### config.mk
export PLATFORM = sky130hd
export DESIGN_NAME = sw_debounce
export DESIGN_NICKNAME = d
export VERILOG_FILES = /design/src/rtl/sw_debounce_pkg.sv /design/src/rtl/sw_debounce_bit.sv /design/src/rtl/sw_debounce.sv
export SDC_FILE = /design/constraint.sdc
export NUM_CORES = 1
export LEC_CHECK = 0
export BUFFER_PORTS_ARGS = -buffer_cell sky130_fd_sc_hd__buf_2
export CAP_MARGIN = 20
export CORE_MARGIN = 2
export CORE_UTILIZATION = 66
export DETAILED_ROUTE_END_ITERATION = 16
export PLACE_DENSITY = 0.86
export SETUP_SLACK_MARGIN = 0.1
export SYNTH_ARGS = -nofsm -noshare
export SYNTH_HDL_FRONTEND = slang
export SYNTH_SLANG_ARGS = --single-unit
### constraint.sdc
create_clock -name CLOCK_50 -period 6.12 [get_ports CLOCK_50]
set_clock_uncertainty 0.15 [all_clocks]
set_input_delay 0 -clock CLOCK_50 [delete_from_list [all_inputs] [get_ports CLOCK_50]]
set_output_delay 0 -clock CLOCK_50 [all_outputs]
set_load 0.03 [all_outputs]
### src/rtl/sw_debounce_pkg.sv
// Shared types and constants for the switch debounce stage.
package sw_debounce_pkg;

    typedef enum logic {
        STABLE   = 1'b0,
        SETTLING = 1'b1
    } db_state_t;

    localparam int unsigned DEBOUNCE_CYCLES_DEFAULT = 1000000;
    localparam int unsigned CLK_HZ                  = 50000000;

endpackage

### src/rtl/sw_debounce_bit.sv
// One switch bit: two-flop synchroniser, STABLE/SETTLING filter FSM and
// stability counter. chg_o is high at the edge where db_o is about to toggle.
module debounce_bit
    import sw_debounce_pkg::*;
#(
    parameter int unsigned DEBOUNCE_CYCLES = DEBOUNCE_CYCLES_DEFAULT
) (
    input  logic clk,
    input  logic rst_n,
    input  logic sw_i,
    output logic db_o,
    output logic chg_o
);

    localparam int unsigned          CNT_W    = $clog2(DEBOUNCE_CYCLES);
    localparam logic [CNT_W-1:0]     CNT_LAST = CNT_W'(DEBOUNCE_CYCLES - 1);

    if (DEBOUNCE_CYCLES < 2) begin : g_bad_param
        $error("debounce_bit: DEBOUNCE_CYCLES must be at least 2");
    end

    logic             meta_q;
    logic             sync_q;
    logic             db_q;
    db_state_t        state_q;
    logic [CNT_W-1:0] cnt_q;
    logic             differ;

    assign differ = sync_q ^ db_q;

    // NOTE: every register here uses <= so all flops sample pre-edge values
    // together; a blocking = would let sync_q see this edge's meta_q.
    always_ff @(posedge clk or negedge rst_n) begin
        if (!rst_n) begin
            meta_q  <= 1'b0;
            sync_q  <= 1'b0;
            db_q    <= 1'b0;
            state_q <= STABLE;
            cnt_q   <= '0;
        end else begin
            meta_q <= sw_i;
            sync_q <= meta_q;
            unique case (state_q)
                STABLE: begin
                    if (differ) begin
                        state_q <= SETTLING;
                        cnt_q   <= CNT_W'(1);
                    end
                end
                SETTLING: begin
                    if (!differ) begin
                        state_q <= STABLE;
                        cnt_q   <= '0;
                    end else if (cnt_q == CNT_LAST) begin
                        db_q    <= sync_q;
                        state_q <= STABLE;
                        cnt_q   <= '0;
                    end else begin
                        cnt_q <= cnt_q + 1'b1;
                    end
                end
                default: begin
                    state_q <= STABLE;
                    cnt_q   <= '0;
                end
            endcase
        end
    end

    // Counter ends at CNT_LAST and is cleared on acceptance, so it never wraps.
    assign chg_o = (state_q == SETTLING) && differ && (cnt_q == CNT_LAST);
    assign db_o  = db_q;

endmodule

### src/rtl/sw_debounce.sv
// N-bit slide-switch debouncer feeding the vote logic. Defining
// SW_DEBOUNCE_EDGE_EN adds per-bit SW_RISE/SW_FALL pulses aligned with SW_CHG.
module sw_debounce
    import sw_debounce_pkg::*;
#(
    parameter int unsigned N               = 5,
    parameter int unsigned DEBOUNCE_CYCLES = DEBOUNCE_CYCLES_DEFAULT
) (
    input  logic         CLOCK_50,
    input  logic         RESET_N,
    input  logic [N-1:0] SW,
    output logic [N-1:0] SW_DB,
    output logic         SW_CHG
`ifdef SW_DEBOUNCE_EDGE_EN
    ,
    output logic [N-1:0] SW_RISE,
    output logic [N-1:0] SW_FALL
`endif
);

    logic [N-1:0] db;
    logic [N-1:0] bit_chg;
    logic         chg_d;
    logic         chg_q;

    for (genvar i = 0; i < N; i++) begin : g_bit
        debounce_bit #(
            .DEBOUNCE_CYCLES(DEBOUNCE_CYCLES)
        ) u_bit (
            .clk   (CLOCK_50),
            .rst_n (RESET_N),
            .sw_i  (SW[i]),
            .db_o  (db[i]),
            .chg_o (bit_chg[i])
        );
    end

    // Several bits accepting together collapse into one pulse.
    assign chg_d = |bit_chg;

    always_ff @(posedge CLOCK_50 or negedge RESET_N) begin
        if (!RESET_N) begin
            chg_q <= 1'b0;
        end else begin
            chg_q <= chg_d;
        end
    end

    assign SW_DB  = db;
    assign SW_CHG = chg_q;

`ifdef SW_DEBOUNCE_EDGE_EN
    logic [N-1:0] rise_q;
    logic [N-1:0] fall_q;

    // db still holds the pre-toggle level, so it gives the edge direction.
    always_ff @(posedge CLOCK_50 or negedge RESET_N) begin
        if (!RESET_N) begin
            rise_q <= '0;
            fall_q <= '0;
        end else begin
            rise_q <= bit_chg & ~db;
            fall_q <= bit_chg & db;
        end
    end

    assign SW_RISE = rise_q;
    assign SW_FALL = fall_q;
`endif

endmodule

# ---- Yosys cells after proc, flatten, opt, wreduce, memory -nomap -nowiden
# Index checks and enable logic that the tools add are counted.
dict set report totals {
  regBits 121
  in_bits 7
  out_inout_bits 6
  elab_cells 107
}
dict set report op_classes {
  add_sub_neg 5
  eq_ne 10
  mux 40
  bitwise 10
  n_reduce_logical 16
}
# operator count
set op_table {}
lappend op_table {{$mux 20} 15}
lappend op_table {{$pmux 20 s2} 5}
lappend op_table {{$add 20x1->20 const B} 5}
lappend op_table {{$eq 20x20->1 const B} 5}
lappend op_table {{$mux 1} 15}
lappend op_table {{$reduce_and 3->1} 5}
lappend op_table {{$logic_and 1x1->1} 10}
lappend op_table {{$ne 2x1->1 const B} 5}
lappend op_table {{$pmux 1 s2} 5}
lappend op_table {{$not 1->1} 5}
lappend op_table {{$reduce_or 5->1} 1}
lappend op_table {{$xor 1x1->1} 5}

# ---- Logic depth before layout (Yosys ltp)
# Gate-level depths: netlist (run 1).
dict set report logic_depth {
  word_depth 4
  ltp_mapped 8
  depth_no_buf 6
}

# ---- Cells and area by module
# From an unflattened synthesis (run 1), not the netlist that was laid out.
dict set report unflattened {
  cells_unflattened 682
  hier_area_um2 6678.9
}
# mod n_inst cells_each area_each_um2 seq_area_each_um2
set by_module_without_submodules {}
lappend by_module_without_submodules {{debounce_bit (g_bit[0].u_bit ...)} 4 136 1327.5 600.6}
lappend by_module_without_submodules {{debounce_bit (g_bit[1].u_bit)} 1 134 1331.3 600.6}
lappend by_module_without_submodules {sw_debounce 1 4 37.5 25.0}

# ---- Least setup slack after synthesis (run 1)
# Ideal clock, no wire load.
dict set report synth_timing {
  path_type {register to register}
  from {register g_bit[2].u_bit.cnt_q[0]}
  to {register g_bit[2].u_bit.cnt_q[4]}
  setup_time_ns 0.138
  arrival_ns 1.808
  required_ns 5.832
  path_slack_ns 4.024
  stages_incl_launch_ff 8
  n_path_buf 1
  period_less_slack_ns 2.096
  cell_sequence {dfrtp_1 > ha_1 > nand3_1 > nor4_1 > a21oi_1 > buf_2 > a41oi_1 > a31oi_1}
}
dict set report synth_between {
  elab_chain_cells 4
  word_cells_on_any_way 5
  cone_classes {add/sub: 1; eq/ne: 1; mux: 3}
}
# element line_no
set synth_lines {}
lappend synth_lines {{start, declared} sw_debounce_bit.sv:26} ;# logic [CNT_W-1:0] cnt_q;
lappend synth_lines {{start signal, assigned} sw_debounce_bit.sv:59} ;# cnt_q <= cnt_q + 1'b1;
lappend synth_lines {{$add 20x1->20 or $eq 20x20->1 (tied branches)} {sw_debounce_bit.sv:59, sw_debounce_bit.sv:54}}
lappend synth_lines {{$mux 20 *} sw_debounce_bit.sv:54} ;# end else if (cnt_q == CNT_LAST) begin
lappend synth_lines {{$mux 20 *} sw_debounce_bit.sv:51} ;# if (!differ) begin
lappend synth_lines {{$pmux 20 s2 *} sw_debounce_bit.sv:43} ;# unique case (state_q)
# Mark *: on every way between the ends. The rest lies on a longest branch, timed or not.
# A chain may end at the register's enable or synchronous reset.

# ---- Final worst setup path (run 1)
dict set report layout_timing {
  from {register g_bit[1].u_bit.cnt_q[0]}
  to {register g_bit[1].u_bit.cnt_q[19]}
}
dict set report layout_between {
  elab_chain_cells 4
  word_cells_on_any_way 5
  cone_classes {add/sub: 1; eq/ne: 1; mux: 3}
}
# element line_no
set layout_lines {}
lappend layout_lines {{start, declared} sw_debounce_bit.sv:26}
lappend layout_lines {{start signal, assigned} sw_debounce_bit.sv:59}
lappend layout_lines {{$add 20x1->20 or $eq 20x20->1 (tied branches)} {sw_debounce_bit.sv:59, sw_debounce_bit.sv:54}}
lappend layout_lines {{$mux 20 *} sw_debounce_bit.sv:54}
lappend layout_lines {{$mux 20 *} sw_debounce_bit.sv:51}
lappend layout_lines {{$pmux 20 s2 *} sw_debounce_bit.sv:43}
# Marks and branches as above.

==> impl_metrics.ini, run 1 <==
[drt]
routed-via-count = 5607
ant_nets = 0
finalWirelength_um = 14510
drt_iter0_markers = 377
routedWlPerCell_um = 17.23
first_pass_iters = 5
drc = 0
viasPerCell = 6.659

[pwr]
pwr-share-clk_pct = 50.9
p_total_w = 0.001944
p_sw_share_pct = 23.68
pwr-share-seq_pct = 43.3
p_per_area_nw_per_um2 = 269.3
power_frac_comb_pct = 5.8
power_switching_w = 0.0004605
p_leak_nw = 3.100
peakVddDrop_uv = 242.0
p_int_w = 0.001484

[sta]
max_freq_mhz = 363.7
slew_violations = 0
relSlewSlack_pct = 33.75
tns_ns = 0
post-route-min-period_ns = 2.750
setup_viol = 0
worst_pin_slew_ns = 0.9938
fin_crit_sh_pct = 44.93
final_hold_viol_count = 0
rsz0062_at_grt = no

[layout]
area_growth_pct = 12.54
fin_util_pct = 77.40
layout.nets = 714
finalNonFillerCells = 842
diodes = 0
fin_area_um2 = 7219
drive_above_1_share_pct = 9.958

[cts]
cts_sinks = 121
cts_buffers = 17
clockBufferDepth = 2
cts-resized-gates = 0
path_clk_slew_ns = 0.06
worstSkewPairLatency_ns = 0.53
post_cts_buffers = 0
cts-root-buf = clkbuf_8
cts_tree = built
htreeDepth = 4

[floorplan]
die_y_um = 102.6
dieArea_um2 = 10520
die_w_um = 102.6
io_pins = 13
start_util_pct = 68.77
core_area_um2 = 9328
row_count = 35

[worst_setup_path]
max_stage_delay_ns = 0.72
crit_arrival_ns = 3.04
crit_chain = ha_1, nand3_1, and4bb_2, a21oi_1, buf_4, a41oi_1, a31oi_1
cp_max_fo = 17
worst_ep_required_time_ns = 6.41
cp_num_buf_inv = 1
start_kind = flip-flop
crit_type = flip-flop to flip-flop
worst_setup_path_end_kind = flip-flop
cp_slowest_cell = a21oi_1
worst_path_dominant_cell_family = compound AO/OA/AOI/OAI gates
rrSetupSlack_ns = 3.37

[synthesis]
yosysSeqAreaShare_pct = 47.20
synth_fp_nets = 698
synth_top_area_cell = dfrtp_1
synth_top_area_share_pct = 47.20
ys.flop_type = dfrtp_1
synth_edf_count = 0
synth_cell_type_count = 58
ys_top_cells_by_area = dfrtp_1 (47%), a31oi_1 (5.8%), nand2_1 (4.5%)
yosysWarnings = 0
synth_commonest_cells = dfrtp_1 (121), nand2_1 (77), a31oi_1 (59)
postSynth.asyncResetShare_pct = 100.0
synthMostInstantiatedCell = dfrtp_1
synth-seq-cells = 121
avgSynthCellArea_um2 = 9.351
synthCells = 686
synth_area_um2 = 6415

[global_routing]
grt_max_degree = 72
globalRouteOverflowTotal = 0
grt_pass1_wl_um = 24130
grt_pass1_vias = 5216
grt_antenna_before_repair = 0
grt_use_total_pct = 29.32

[placed_design]
port_buffers = 12
dpl-instance-area_um2 = 6500
post-dp-hpwl_um = 8982
dp_cells = 799
gp_congestion = 0.8569

[job]
maxCapViolCount = 0

[hold_path]
hp-class = primary input to async pin

[run_status]
status = finished, final reports clean
## power by group through the flow
stage	Clock [W]	Combinational [W]	Sequential, W
2_1_floorplan	0	0.0000700	0.000849
3_3_place_gp	0	0.0000969	0.000851
3_5_place_dp	0	0.000103	0.000854
4_1_cts	0.000996	0.000110	0.000840
5_1_grt	0.00103	0.000127	0.000844
6_report	0.000990	0.000113	0.000842
## worst reg2reg max path: cells and delay by family, from the launching register on
kind,cells,cell delay (ns)
AOI/OAI and AO/OA,3,1.03
buffers and inverters,1,0.36
and+or+nand+nor,2,0.40
adders and majority gates,1,0.28
DFF,1,0.45
## through the flow
stage | setup slack [ns] | hold WS (ns)
2_1_floorplan | 4.024 | -0.4456
4_1_cts | 3.418 | 0.01788
3_3_place_gp | 3.587 | -0.04152
3_5_place_dp | 3.429 | -0.04010
6_report | 3.370 | 0.006057
5_1_grt | 3.240 | 0.09460
## timing repair
action / CTS / global route
hold endpoints to repair: 75 / 0
hold buffers: 11 / 0
setup endpoints to repair: 0 / 0
## layer usage
layer  vias up  track usage (%)  share of wire (%)
met2       203            47.76                 50
met4         0            12.21                1.9
met5         -                0                  0
met1      2732            37.66                 43
met3        32            7.390                5.3
li1       2640                -                  -
## final timing paths
| kind | cells after the start | endpoint | start |
|---|---|---|---|
| max | 7 | g_bit[1].u_bit.cnt_q[19] | g_bit[1].u_bit.cnt_q[0] |
| min | 2 | g_bit[3].u_bit.cnt_q[17] | RESET_N |
| max reg2reg | 7 | g_bit[1].u_bit.cnt_q[19] | g_bit[1].u_bit.cnt_q[0] |
| min reg2reg | 0 | g_bit[4].u_bit.sync_q | g_bit[4].u_bit.meta_q |
| max in group asynchronous | 3 | g_bit[4].u_bit.cnt_q[3] | RESET_N |
| min in group CLOCK_50 | 0 | g_bit[4].u_bit.sync_q | g_bit[4].u_bit.meta_q |
## kinds of logic (layout without fill, tap and decap cells)
family / after synthesis / in the layout / synth area share (%)
buffers and inverters: 47 / 74 / 3.452
adder cells (fa/ha/maj): 5 / 5 / 0.9752
flip-flops: 121 / 121 / 47.20
AND/OR/NAND/NOR: 281 / 281 / 23.85
AO/OA/AOI/OAI: 218 / 218 / 22.27
XOR/XNOR: 5 / 5 / 0.6826
multiplexers: 9 / 9 / 1.560
## flip-flops by register name, indices dropped and copies added, names as in the netlist
| register | cells |
|---|---|
| g_bit.u_bit.db_o | 5 |
| SW_CHG | 1 |
| g_bit.u_bit.cnt_q | 100 |
| g_bit.u_bit.state_q | 5 |
| g_bit.u_bit.meta_q | 5 |
| g_bit.u_bit.sync_q | 5 |
## layout make-up
| class | instances | area (um2) |
|---|---|---|
| clock buffers | 18 | 427.9 |
| clock inverters | 12 | 151.4 |
| fillers | 592 | 2108 |
| inverters | 16 | 60.06 |
| multi-input cells | 518 | 3166 |
| flip-flops and latches | 121 | 3028 |
| well taps | 129 | 161.4 |
| repair buffers | 28 | 225.2 |
## layout by cell type (no fill, tap or decap), types with 7 or more instances in the layout
cell           synthesis  layout
a21o_1                15      15
a21oi_1               53      53
a22o_1                 9       9
a31oi_1               59      59
a41oi_1               18      18
and2_1                11      11
and3_1                21      21
and4_1                 7       7
buf_2                 15      11
clkbuf_16              0      16
dfrtp_1              121     121
dlygate4sd3_1          0      11
inv_1                 16      16
nand2_1               77      77
nand2b_1              12      12
nand3_1               46      46
nand4_1               17      17
nor2_1                23      23
nor3_1                19      19
nor4_1                 9       9
o21a_1                 7       7
o21ai_0               32      32
or2_2                  7       7
or3_1                  7       7
Note: power is estimated with default switching activity, not from simulation.
==> run 2: changes to the inputs <==
--- a/config.mk
+++ b/config.mk
@@ -5,12 +5,13 @@
 export SDC_FILE = /design/constraint.sdc
 export NUM_CORES = 1
 export LEC_CHECK = 0
+export ABC_AREA = 1
 export BUFFER_PORTS_ARGS = -buffer_cell sky130_fd_sc_hd__buf_2
 export CAP_MARGIN = 20
 export CORE_MARGIN = 2
-export CORE_UTILIZATION = 66
+export CORE_UTILIZATION = 64
 export DETAILED_ROUTE_END_ITERATION = 16
-export PLACE_DENSITY = 0.86
+export PLACE_DENSITY = 0.84
 export SETUP_SLACK_MARGIN = 0.1
 export SYNTH_ARGS = -nofsm -noshare
 export SYNTH_HDL_FRONTEND = slang
==> constraint.sdc (replaced) <==
create_clock -name CLOCK_50 -period 2.7 [get_ports CLOCK_50]
set_clock_uncertainty 0.15 [all_clocks]
set_input_delay 0 -clock CLOCK_50 [delete_from_list [all_inputs] [get_ports CLOCK_50]]
set_output_delay 0 -clock CLOCK_50 [all_outputs]
set_load 0.03 [all_outputs]
==> run 2 against run 1 <==
Sequential cell count is the same. Global-route usage decreased by 0.91 points. Critical path depth rose by 1. Clock power up 110%. Highest routed layer unchanged. Cell count up 37%.
==> impl_metrics.ini, run 2 <==
[synthesis]
synth_top_area_cell = dfrtp_1
synthMostInstantiatedCell = nand2_1
synth_area_um2 = 7227
synth_cell_type_count = 39
avgSynthCellArea_um2 = 7.352
synth_fp_nets = 995
yosysWarnings = 0
synth-seq-cells = 121
ys.flop_type = dfrtp_1
ys_top_cells_by_area = dfrtp_1 (42%), nand2_1 (16%), nor2_1 (6.2%)
yosysSeqAreaShare_pct = 41.90
synth_commonest_cells = nand2_1 (315), dfrtp_1 (121), nor2_1 (120)
postSynth.asyncResetShare_pct = 100.0
synth_edf_count = 0
synthCells = 983
synth_top_area_share_pct = 41.90

[cts]
worstSkewPairLatency_ns = 0.42
htreeDepth = 4
cts-root-buf = clkbuf_16
post_cts_buffers = 0
path_clk_slew_ns = 0.05
cts_sinks = 121
cts_buffers = 17
clockBufferDepth = 2
cts_tree = built

[worst_setup_path]
cp_num_cells = 8
start_kind = flip-flop
rrSetupSlack_ns = 0.65
crit_chain = ha_1, nand2_2, nor3_4, nand2_1, nand2_1, inv_1, nand3_1, nand2_1
cp_max_fo = 11
max_stage_delay_ns = 0.39
cp_num_buf_inv = 1
worst_path_most_repeated_cell = nand2_1
crit_arrival_ns = 2.21
worst_ep_required_time_ns = 2.86
crit_type = flip-flop to flip-flop
worst_path_dominant_cell_family = simple AND/OR/NAND/NOR gates
worst_setup_path_end_kind = flip-flop
worst_r2r_path_depth = 8
cp_slowest_cell = dfrtp_1

[floorplan]
io_pins = 13
die_w_um = 110.3
start_util_pct = 66.09
core_area_um2 = 10940
dieArea_um2 = 12160
die_y_um = 110.3
row_count = 38

[drt]
wl_met2_um = 7370
ant_nets = 0
finalWirelength_um = 15470
drc = 0
wl_met1_um = 7093
routedWlPerCell_um = 13.38
wl_met3_um = 763
viasPerCell = 5.486
first_pass_iters = 5
drt_iter0_markers = 507
routed-via-count = 6342
top_layer = met4

[global_routing]
grt_max_degree = 59
globalRouteOverflowTotal = 0
grt_use_total_pct = 28.41
grt_pass1_wl_um = 26970
grt_antenna_before_repair = 0
grt_pass1_vias = 5996

[layout]
fillers = 858
seq_area_um2 = 3028
drive_above_1_share_pct = 9.350
layout_commonest_cell = nand2_1
diodes = 0
finalNonFillerCells = 1156
multi_input_area_um2 = 3605
regMostFlops = g_bit.u_bit.cnt_q
area_growth_pct = 10.15
largest_reg_flops = 100
layout.nets = 1017
final_cell_mix = nand2_1 (315), dfrtp_1 (121), nor2_1 (120), inv_1 (114), nand3_1 (85)

[job]
maxCapViolCount = 0

[sta]
slew_violations = 0
fin_crit_sh_pct = 76.01
setup_viol = 0
rsz0062_at_grt = no
whs_ns = 0.02951
max_freq_mhz = 487.3
setup_ws_ns = 0.6477
tns_ns = 0
post-route-min-period_ns = 2.052
relSlewSlack_pct = 50.85
final_hold_viol_count = 0
worst_pin_slew_ns = 0.7373

[pwr]
pwr-share-clk_pct = 48.2
peakVddDrop_uv = 491.9
power_frac_comb_pct = 6.6
p_int_w = 0.003260
p_per_area_nw_per_um2 = 536.1
pwr-share-seq_pct = 45.2
p_leak_nw = 3.730
power_switching_w = 0.001007
p_sw_share_pct = 23.60

[placed_design]
gp_congestion = 0.9296
place_ws_ns = 0.6801
dp_cells = 1120
post-dp-hpwl_um = 10760
port_buffers = 12

[run_status]
status = finished, final reports clean

[hold_path]
hp-class = primary input to async pin
[run 2: cell types whose count changed in the layout (fill, tap and decap cells not counted), moves of 21 or more]
cell	change
a21oi_1	-50
a31oi_1	-58
and3_1	-21
inv_1	+98
nand2_1	+238
nand3_1	+39
nor2_1	+97
o22ai_1	+27
xor2_1	+37
[run 2: area by class of cell]
type	count	area share, %
well taps	140	2.201
flip-flops and latches	121	38.04
clock inverters	2	0.1257
repair buffers	21	1.981
multi-input cells	722	45.28
clock buffers	28	6.617
inverters	122	5.753
[run 2: path summary, 6_finish.rpt]
check	startpoint	endpoint
worst max-delay path	g_bit[3].u_bit.cnt_q[0]	g_bit[3].u_bit.cnt_q[19]
worst min-delay path	RESET_N	g_bit[2].u_bit.db_o
worst max register to register	g_bit[3].u_bit.cnt_q[0]	g_bit[3].u_bit.cnt_q[19]
worst min register to register	g_bit[1].u_bit.meta_q	g_bit[1].u_bit.sync_q
max in group asynchronous	RESET_N	g_bit[4].u_bit.cnt_q[16]
min in group CLOCK_50	SW[2]	g_bit[2].u_bit.meta_q
[run 2: kinds of logic (layout without fill, tap and decap cells)]
group,count (synthesis),in the layout,share of synthesized area [%]
compound gates,81,81,7.341
xor+xnor,48,48,6.233
fa+ha+maj,5,5,0.8657
buf+inv,140,173,8.224
flops,121,121,41.90
mux,1,1,0.1558
simple gates,587,587,35.28
[run 2: per-stage QoR]
step	cell area [um2]	util (%)	power, W
final	7960	72.79	0.004267
after global routing	7960	72.79	0.004421
after CTS	7960	72.79	0.004291
after detailed placement	7363	67.33	0.002232
after global placement	7363	67.33	0.002220
after floorplan	7227	-	0.002137
[run 2: per-layer routing]
layer / global-route usage [%] / up-vias
li1: - / 3158
met1: 37.03 / 2988
met2: 45.49 / 169
met3: 7.231 / 27
met4: 11.34 / 0
met5: 0 / -
[run 2: repair_timing]
item,CTS,global route
endpoints found under the hold margin,60,0
endpoints found under the setup margin,0,0
gates resized for setup,0,0
hold buffers,6,0
[run 2: worst register-to-register path: stages, from the launching register on]
cell	delay (ns)
dfrtp_1	0.39
ha_1	0.21
nand2_2	0.11
nor3_4	0.26
nand2_1	0.08
nand2_1	0.30
inv_1	0.25
nand3_1	0.14
nand2_1	0.06
[run 2: power by group through the flow]
stage               Combinational (W)  Clock [W]  Sequential, W
finish                       0.000281    0.00206        0.00193
global route                 0.000314    0.00217        0.00193
CTS                          0.000284    0.00208        0.00193
detailed placement           0.000275          0        0.00196
global placement             0.000266          0        0.00195
floorplan                    0.000193          0        0.00194
==> run 3: changes to the inputs <==
==> constraint.sdc (replaced) <==
create_clock -name CLOCK_50 -period 2.1 [get_ports CLOCK_50]
set_clock_uncertainty 0.15 [all_clocks]
set_input_delay 0 -clock CLOCK_50 [delete_from_list [all_inputs] [get_ports CLOCK_50]]
set_output_delay 0 -clock CLOCK_50 [all_outputs]
set_load 0.03 [all_outputs]
==> run 3 against run 2 <==
Combinational power increased by 33%. Critical path depth rose by 2. Wire length shrank 1.7%. Sequential power is 28% higher. Global-route usage is 1.3 points lower. Cell area rose by 1.3%. Sequential share of layout area fell by 0.47 points.
==> impl_metrics.ini, run 3 (synthesis results as in run 2) <==
[sta]
rsz0062_at_grt = no
setup_ws_ns = 0.2408
fin_crit_sh_pct = 88.53
relSlewSlack_pct = 69.92
final_hold_viol_count = 0
max_freq_mhz = 537.9
tns_ns = 0
worst_pin_slew_ns = 0.4507
setup_viol = 0
slew_violations = 0
post-route-min-period_ns = 1.859

[layout]
fin_area_um2 = 8060
final_cell_mix = nand2_1 (315), dfrtp_1 (121), nor2_1 (120), inv_1 (114), nand3_1 (85)
regMostFlops = g_bit.u_bit.cnt_q
area_growth_pct = 11.53
layout.nets = 1025
multi_input_area_um2 = 3610
layout_commonest_cell = nand2_1
diodes = 0
largest_reg_flops = 100
drive_above_1_share_pct = 10.62
seq_area_um2 = 3028
fillers = 841

[global_routing]
grt_antenna_before_repair = 0
globalRouteOverflowTotal = 0
grt_pass1_vias = 5674
grt_max_degree = 67
grt_use_total_pct = 27.13
grt_pass1_wl_um = 25500

[hold_path]
hold_depth = 2
hp-start = SW[2]
min_delay_worst_endpoint = g_bit[2].u_bit.meta_q
hp-class = primary input to flip-flop

[worst_setup_path]
worst_r2r_path_depth = 10
r2r-start = g_bit[0].u_bit.cnt_q[1]
cp_max_fo = 14
rrSetupSlack_ns = 0.24
crit_arrival_ns = 2.02
crit_type = flip-flop to flip-flop
reg2reg_to = g_bit[0].u_bit.cnt_q[17]
worst_ep_required_time_ns = 2.26
worst_setup_path_end_kind = flip-flop
start_kind = flip-flop

[cts]
worstSkewPairLatency_ns = 0.43
cts_buffers = 17
path_clk_slew_ns = 0.06
clockBufferDepth = 2
htreeDepth = 4
cts-root-buf = clkbuf_16
post_cts_buffers = 0
cts_sinks = 121
cts_tree = built

[drt]
viasPerCell = 5.405
first_pass_iters = 5
finalWirelength_um = 15210
wl_met3_um = 803
routedWlPerCell_um = 13.04
routed-via-count = 6302
drt_iter0_markers = 529
top_layer = met4
wl_met2_um = 6933
wl_met1_um = 7238
drc = 0
ant_nets = 0

[floorplan]
start_util_pct = 66.09
io_pins = 13
core_area_um2 = 10940
die_y_um = 110.3
die_w_um = 110.3
dieArea_um2 = 12160
row_count = 38

[placed_design]
place_ws_ns = 0.2321
gp_congestion = 0.9278
port_buffers = 12
dpl-instance-area_um2 = 7408
post-dp-hpwl_um = 10610

[pwr]
peakVddDrop_uv = 558.8
p_total_w = 0.005559
p_leak_nw = 3.744
p_per_area_nw_per_um2 = 689.7

[run_status]
status = finished, final reports clean

[job]
maxCapViolCount = 0
run 3: cell types whose count changed in the layout (fill, tap and decap cells not counted), sizes merged:
cell and change:
bufinv +1, clkinvlp +11, buf +7, clkinv +1, clkbuf -11, dlygate4sd3 +1
run 3: worst max-delay path, cell delays in order (launching register included):
cell and delay, ns:
dfrtp_1 0.41, ha_1 0.20, nand2_1 0.09, nor2_4 0.17, nand2_4 0.10, inv_1 0.08
nand2_1 0.07, nand2_2 0.23, inv_2 0.13, nand3_1 0.09, nand2_1 0.05
run 3: stage by stage:
| stage | util, % | hold slack, ns | instances |
|---|---|---|---|
| finish | 73.71 | 0.06457 | 1166 |
| global route | 73.71 | 0.05752 | 1166 |
| CTS | 73.66 | 0.05419 | 1166 |
| detailed placement | 67.75 | -0.1873 | 1126 |
| global placement | 67.75 | -0.1925 | 1126 |
| floorplan | - | -0.4456 | 983 |
run 3: report_power, final:
group / total, W / leakage, nW / internal, W / switching (W)
combinational: 0.000373 / 1.87 / 0.000122 / 0.000250
clock: 0.00271 / 0.237 / 0.00161 / 0.00109
sequential: 0.00248 / 1.64 / 0.00240 / 0.0000772
run 3: area by class of cell:
cell class	instances	share of cell area, %
clock buffers	17	5.278
clock inverters	15	1.630
inverters	122	5.681
multi-input cells	722	44.78
flip-flops and latches	121	37.57
well taps	140	2.173
repair buffers	29	2.887
run 3: worst max-delay path by stage:
stage | start | end | slack (ns) | cells past startpoint
3_3_place_gp | g_bit[2].u_bit.cnt_q[0] | g_bit[2].u_bit.cnt_q[19] | 0.32 | 10
4_1_cts | g_bit[2].u_bit.cnt_q[0] | g_bit[2].u_bit.cnt_q[16] | 0.22 | 10
6_report | g_bit[0].u_bit.cnt_q[1] | g_bit[0].u_bit.cnt_q[17] | 0.24 | 10
5_1_grt | g_bit[2].u_bit.cnt_q[0] | g_bit[2].u_bit.cnt_q[16] | 0.10 | 8
3_5_place_dp | g_bit[2].u_bit.cnt_q[0] | g_bit[2].u_bit.cnt_q[16] | 0.23 | 10
2_1_floorplan | g_bit[4].u_bit.cnt_q[0] | g_bit[4].u_bit.cnt_q[5] | 0.54 | 7
run 3: routing by layer:
metal  GRT usage, %  vias to the layer above
met5              0                        -
met3          5.996                       25
met1          36.64                     2916
met2          42.81                      182
li1               -                     3179
met4          10.63                        0
run 3: timing repair:
action	4_1_cts	5_1_grt
resized for setup	0	1
hold buffers	8	0
endpoints found under the hold margin	126	0
endpoints found under the setup margin	0	6
